**config.mk**
```make
export PLATFORM = sky130hd
export DESIGN_NAME = pc_fetch_unit_flat
export DESIGN_NICKNAME = d
export VERILOG_FILES = /design/src/rtl/pc_fetch_if.sv /design/src/rtl/pc_fetch_unit.sv /design/src/flat_wrapper.sv
export SDC_FILE = /design/constraint.sdc
export NUM_CORES = 1
export LEC_CHECK = 0
export ABC_AREA = 1
export BUFFER_PORTS_ARGS = -buffer_cell sky130_fd_sc_hd__buf_2
export CORE_ASPECT_RATIO = 0.75
export CORE_MARGIN = 2
export CORE_UTILIZATION = 48
export DETAILED_ROUTE_END_ITERATION = 6
export PLACE_DENSITY = 0.8
export REMOVE_ABC_BUFFERS = 1
export SYNTH_ARGS = -nofsm -noshare
export SYNTH_HDL_FRONTEND = slang
export SYNTH_SLANG_ARGS = --single-unit
```
**constraint.sdc**
```tcl
create_clock -name clock -period 2.2 [get_ports clock]
set_clock_uncertainty 0.1 [all_clocks]
set_input_delay 0.22 -clock clock [delete_from_list [all_inputs] [get_ports clock]]
set_output_delay 0.22 -clock clock [all_outputs]
set_load 0.03 [all_outputs]
```
**src/rtl/pc_fetch_if.sv**
```systemverilog
// pc_fetch_if: control-unit <-> fetch-unit bundle. The master drives next-PC controls and the raw buttons; the slave is the fetch unit.
// The step input exists only when FETCH_SINGLE_STEP_EN is defined.
interface pc_fetch_if #(
    parameter int ADDR_W = 10,
    parameter int DATA_W = 32,
    parameter int CNT_W  = 16
);
    logic [2:0]        pc_ctrl;
    logic [4:0]        opcode;
    logic [ADDR_W-1:0] target_addr;
    logic [DATA_W-1:0] reg_addr;
    logic              confirm;
`ifdef FETCH_SINGLE_STEP_EN
    logic              step;
`endif
    logic [ADDR_W-1:0] pc;
    logic              in_ack;
    logic              waiting_in;
    logic              halted;
    logic              exec_en;
    logic [CNT_W-1:0]  instr_count;

    modport master (
`ifdef FETCH_SINGLE_STEP_EN
        output step,
`endif
        output pc_ctrl, output opcode, output target_addr, output reg_addr, output confirm,
        input  pc, input in_ack, input waiting_in, input halted, input exec_en, input instr_count
    );

    modport slave (
`ifdef FETCH_SINGLE_STEP_EN
        input  step,
`endif
        input  pc_ctrl, input opcode, input target_addr, input reg_addr, input confirm,
        output pc, output in_ack, output waiting_in, output halted, output exec_en, output instr_count
    );
endinterface

```
**src/rtl/pc_fetch_unit.sv**
```systemverilog
// pc_fetch_unit: program counter and fetch sequencer with input-wait stall, sticky HALT and retired-instruction counter.
// Latency: PC updates on the clock after pc_ctrl is presented; confirm rising to in_ack is 3 clocks (2-flop sync + edge).
// Backpressure: WAIT_IN holds the PC until a confirm edge; FETCH_SINGLE_STEP_EN gates RUN progress on step edges.
module pc_fetch_unit #(
    parameter int         ADDR_W  = 10,
    parameter int         DATA_W  = 32,
    parameter logic [4:0] OP_IN   = 5'd19,
    parameter logic [4:0] OP_HALT = 5'd18,
    parameter int         CNT_W   = 16
) (
    input  logic      clock,
    input  logic      reset,
    pc_fetch_if.slave fetchBus
);
    typedef enum logic [1:0] {RUN = 2'd0, WAIT_IN = 2'd1, HALT = 2'd2} state_t;

    localparam int                JR_W    = (DATA_W < ADDR_W) ? DATA_W : ADDR_W;
    localparam logic [ADDR_W-1:0] PC_ONE  = {{(ADDR_W-1){1'b0}}, 1'b1};
    localparam logic [CNT_W-1:0]  CNT_ONE = {{(CNT_W-1){1'b0}}, 1'b1};
    localparam logic [CNT_W-1:0]  CNT_MAX = {CNT_W{1'b1}};

    state_t            stateQ, stateNext;
    logic [ADDR_W-1:0] pcQ, pcNext;
    logic [CNT_W-1:0]  countQ;
    logic              countInc;
    logic              inAckQ, inAckNext;
    logic [2:0]        confirmSync;
    logic              confirmEdge;
    logic              runAdvance;

    // [0],[1] synchronize, [2] is edge history; all reset high so a held button is not an edge
    always_ff @(posedge clock or posedge reset) begin
        if (reset) confirmSync <= 3'b111;
        else       confirmSync <= {confirmSync[1:0], fetchBus.confirm};
    end
    assign confirmEdge = confirmSync[1] & ~confirmSync[2];

`ifdef FETCH_SINGLE_STEP_EN
    logic [2:0] stepSync;
    always_ff @(posedge clock or posedge reset) begin
        if (reset) stepSync <= 3'b111;
        else       stepSync <= {stepSync[1:0], fetchBus.step};
    end
    assign runAdvance = stepSync[1] & ~stepSync[2];
`else
    assign runAdvance = 1'b1;
`endif

    always_ff @(posedge clock or posedge reset) begin
        if (reset) begin
            stateQ <= RUN;
            pcQ    <= '0;
            inAckQ <= 1'b0;
            countQ <= '0;
        end else begin
            stateQ <= stateNext;
            pcQ    <= pcNext;
            inAckQ <= inAckNext;
            if (countInc && (countQ != CNT_MAX))
                countQ <= countQ + CNT_ONE;
        end
    end

    always_comb begin
        stateNext = stateQ;
        pcNext    = pcQ;
        inAckNext = 1'b0;
        countInc  = 1'b0;
        case (stateQ)
            RUN: begin
                if (runAdvance) begin
                    countInc = 1'b1;
                    case (fetchBus.pc_ctrl)
                        3'b001, 3'b010: pcNext = fetchBus.target_addr;
                        3'b011:         pcNext = ADDR_W'(fetchBus.reg_addr[JR_W-1:0]);
                        3'b111: begin
                            // Entering a stall does not retire the stalling instruction
                            if (fetchBus.opcode == OP_HALT) begin
                                stateNext = HALT;
                                countInc  = 1'b0;
                            end else if (fetchBus.opcode == OP_IN) begin
                                stateNext = WAIT_IN;
                                countInc  = 1'b0;
                            end
                        end
                        default:        pcNext = pcQ + PC_ONE;
                    endcase
                end
            end
            WAIT_IN: begin
                if (confirmEdge) begin
                    stateNext = RUN;
                    inAckNext = 1'b1;
                end
            end
            HALT:    stateNext = HALT;
            default: stateNext = RUN;
        endcase
    end

    always_comb begin
        fetchBus.exec_en    = (stateQ == RUN) && runAdvance;
        fetchBus.waiting_in = (stateQ == WAIT_IN);
        fetchBus.halted     = (stateQ == HALT);
    end

    assign fetchBus.pc          = pcQ;
    assign fetchBus.in_ack      = inAckQ;
    assign fetchBus.instr_count = countQ;
endmodule

```
**src/flat_wrapper.sv**
```systemverilog
// flat-port wrapper written by rule: the top's interface ports become plain ports
module pc_fetch_unit_flat 
#(
    parameter int         ADDR_W  = 10,
    parameter int         DATA_W  = 32,
    parameter logic [4:0] OP_IN   = 5'd19,
    parameter logic [4:0] OP_HALT = 5'd18,
    parameter int         CNT_W   = 16
)
  (clock, reset, fetchBus_pc_ctrl, fetchBus_opcode, fetchBus_target_addr, fetchBus_reg_addr, fetchBus_confirm, fetchBus_pc, fetchBus_in_ack, fetchBus_waiting_in, fetchBus_halted, fetchBus_exec_en, fetchBus_instr_count);
  pc_fetch_if #(.ADDR_W(ADDR_W), .DATA_W(DATA_W), .CNT_W(CNT_W)) fetchBus_i ();
  input  logic clock;
  input  logic reset;
  input wire logic [$bits(fetchBus_i.pc_ctrl)-1:0] fetchBus_pc_ctrl;
  input wire logic [$bits(fetchBus_i.opcode)-1:0] fetchBus_opcode;
  input wire logic [$bits(fetchBus_i.target_addr)-1:0] fetchBus_target_addr;
  input wire logic [$bits(fetchBus_i.reg_addr)-1:0] fetchBus_reg_addr;
  input wire logic [$bits(fetchBus_i.confirm)-1:0] fetchBus_confirm;
  output wire logic [$bits(fetchBus_i.pc)-1:0] fetchBus_pc;
  output wire logic [$bits(fetchBus_i.in_ack)-1:0] fetchBus_in_ack;
  output wire logic [$bits(fetchBus_i.waiting_in)-1:0] fetchBus_waiting_in;
  output wire logic [$bits(fetchBus_i.halted)-1:0] fetchBus_halted;
  output wire logic [$bits(fetchBus_i.exec_en)-1:0] fetchBus_exec_en;
  output wire logic [$bits(fetchBus_i.instr_count)-1:0] fetchBus_instr_count;
  assign fetchBus_i.pc_ctrl = fetchBus_pc_ctrl;
  assign fetchBus_i.opcode = fetchBus_opcode;
  assign fetchBus_i.target_addr = fetchBus_target_addr;
  assign fetchBus_i.reg_addr = fetchBus_reg_addr;
  assign fetchBus_i.confirm = fetchBus_confirm;
  assign fetchBus_pc = fetchBus_i.pc;
  assign fetchBus_in_ack = fetchBus_i.in_ack;
  assign fetchBus_waiting_in = fetchBus_i.waiting_in;
  assign fetchBus_halted = fetchBus_i.halted;
  assign fetchBus_exec_en = fetchBus_i.exec_en;
  assign fetchBus_instr_count = fetchBus_i.instr_count;
  pc_fetch_unit #(.ADDR_W(ADDR_W), .DATA_W(DATA_W), .OP_IN(OP_IN), .OP_HALT(OP_HALT), .CNT_W(CNT_W)) u_core (.clock(clock), .reset(reset), .fetchBus(fetchBus_i));
endmodule
```
==> out/metrics.yaml <==
critPathCaptureType: "register"
clk_pin_slew_ps: 70
total_power_mw: 2.69
drv_slew: 0
hold_class: "input pin to register"
cp.arrival_ps: 1860
min_period_ps: 1800
antenna_cells: 0
numCtsBuffers: 5
drc: 0
grtUsageTotal_pct: 21.8
critPathLaunchType: "register"
r2r-start: "u_core.fetchBus.instr_count[0]"
drt-total-wl_mm: 4.81
layout_commonest_cell: "nand2_1"
io_pins: 83
tightest_slew_ps: 411
grt_pass1_wl_mm: 8.20
drt_first_pass_iters: 4
cts_tree: "yes"
stdcell_count: 426
required_ps: 2270
synth_area_mm2: 0.00204
switching_power_mw: 1.31
clockPowerShare_pct: 16.1
overflow: 0
via_count: 2063
clock_latency_ps: 280
period_share_pct: 81.8
post_synth.cell_area_avg_um2: 6.74
maxCapViolations: 0
power_density_mw_per_mm2: 1080
regToRegEndpoint: "u_core.fetchBus.instr_count[13]"
cp_max_fo: 16
p_int_mw: 1.38
p_leak_nw: 1.35
clock.fmax_mhz: 556
min_path_cells: 3
ys_types: 27
rsz0062_at_grt: "false"
place_congestion: 0.849
clock_sinks: 32
vias_per_cell: 4.84
portBuffers: 60
final.fill_count: 405
wl_met1_mm: 2.52
syn_inst: 302
hold_ws_ps: 115
crit_end: "u_core.fetchBus.instr_count[13]"
die_w_um: 79.2
maxSlewHeadroom_pct: 72.6
startpoint: "u_core.fetchBus.instr_count[0]"
yosysSeqAreaShare_pct: 39.5
core_mm2: 0.00405
wl_met3_um: 204
antenna_found_initial: 0
initial_core_util_pct: 50.2
nets: 425
detail-route-antenna-nets: 0
met2WireLength_mm: 2.08
htreeDepth: 2
fin_tns_setup_ps: 0
rr_worst_depth: 9
synth_top_area_share_pct: 35.6
ir_drop_mv: 0.665
most-common-layout-cells: "nand2_1, buf_2, nor2_1"
clockBufferDepth: 2
die-height_um: 60.4
netlist_top_cells_area: "dfrtp_1, nand2_1, nor2_1, nand3_1, inv_1"
rrSetupSlack_ps: 400
root_buffer: "clkbuf_8"
rows: 20
placedCellCount: 416
setup_viol: 0
hpwl_mm: 3.61
dr.max_layer_used: "met4"
grt_max_degree: 33
grt_pass1_vias: 1888
sw_frac_of_total_pct: 48.7
yosysTopAreaCell: "dfrtp_1"
finalHoldViolCount: 0
area_growth_pct: 21.9
status: "finished clean"
critical_path_class: "register to register"
drt_iter0_drc: 121
p_comb_share_pct: 48.5
yosys_warnings: 0
cts_resized: 0
seqPwrFrac_pct: 35.4
die-area_mm2: 0.00479
synth_seq_cells: 32
wl_per_cell_um: 11.3
drive_above_1_share_pct: 23.2
-- power by group through the flow --
| stage | Clock (mW) | Combinational, mW | Sequential [mW] |
|---|---|---|---|
| final | 0.433 | 1.30 | 0.953 |
| after global placement | 0 | 1.27 | 0.948 |
| after CTS | 0.436 | 1.31 | 0.950 |
| after detailed placement | 0 | 1.31 | 0.961 |
| after global routing | 0.472 | 1.46 | 0.975 |
| after floorplan | 0 | 0.671 | 1.20 |
-- cells in the mapped netlist --
cell type,n
nand4_1,7
a21oi_1,10
xor2_1,3
nand2_4,2
ha_1,2
dfrtp_1,29
inv_2,3
nand2_1,126
xnor2_1,4
nor2_1,36
nand3b_1,1
a31oi_1,2
dfstp_2,3
buf_12,1
a211oi_1,1
or2_2,1
o21ai_2,1
nand2_2,3
nand3_1,23
nor2_2,3
o21bai_1,2
o21ai_0,4
nor2_4,2
buf_6,1
inv_1,30
nor4_1,1
buf_4,1
-- stage by stage --
stage	util (%)	worst slack [ps]	cell area (um2)
floorplan	-	391	2000
global placement	58.8	442	2380
detailed placement	58.8	415	2380
CTS	61.3	403	2480
global route	61.3	227	2480
finish	61.3	401	2480
-- area by class of cell --
class | instances | area [um2] | area share (%)
multi-input combinational | 234 | 1070 | 43.1
clock buffer | 7 | 76.3 | 3.07
inverter | 33 | 124 | 4.99
sequential | 32 | 805 | 32.4
tap | 55 | 68.8 | 2.77
timing repair buffer | 64 | 335 | 13.5
clock inverter | 1 | 5.00 | 0.202
-- per-layer routing --
| layer | GRT usage [%] | vias to the layer above |
|---|---|---|
| li1 | - | 1075 |
| met1 | 31.5 | 949 |
| met2 | 34.6 | 37 |
| met3 | 5.36 | 2 |
| met4 | 3.45 | 0 |
| met5 | 0 | - |
-- timing repair --
| item | 4_1_cts | 5_1_grt |
|---|---|---|
| hold buffers | 2 | 0 |
| buffers inserted | 0 | 0 |
| hold endpoints to repair | 30 | 0 |
-- how the worst min path moves through the flow --
stage / slack [ps] / endpoint / start
4_1_cts: 110 / u_core.fetchBus.pc[1] / fetchBus_target_addr[1]
3_3_place_gp: 220 / u_core.confirmSync[0] / fetchBus_confirm
5_1_grt: 120 / u_core.fetchBus.pc[0] / fetchBus_target_addr[0]
6_report: 110 / u_core.fetchBus.pc[0] / fetchBus_target_addr[0]
3_5_place_dp: 230 / u_core.confirmSync[0] / fetchBus_confirm
2_1_floorplan: 120 / u_core.confirmSync[0] / fetchBus_confirm
-- worst max-delay path, cell delays in order (launching register included) --
cell,delay (ps)
dfrtp_1,470
ha_1,230
nand3_1,180
inv_2,140
nand2_4,70
nor2_4,120
nor2_2,50
buf_4,190
nand2_1,80
nand2_1,50
-- kinds of logic after synthesis --
group / Yosys count / share of synthesized area [%]
xor gates and xnor gates: 7 / 3.01
adders and majority gates: 2 / 1.23
AOI/OAI and AO/OA: 20 / 5.59
buffers and inverters: 36 / 7.99
DFF: 32 / 39.5
and+or+nand+nor: 205 / 42.7
-- sequential cells by signal, indices dropped and copies added (netlist names) --
name,count
u_core.confirmSync,3
u_core.fetchBus.in_ack,1
u_core.fetchBus.instr_count,16
u_core.fetchBus.pc,10
u_core.stateQ,2
No activity file was read; power rests on OpenSTA's default activity.
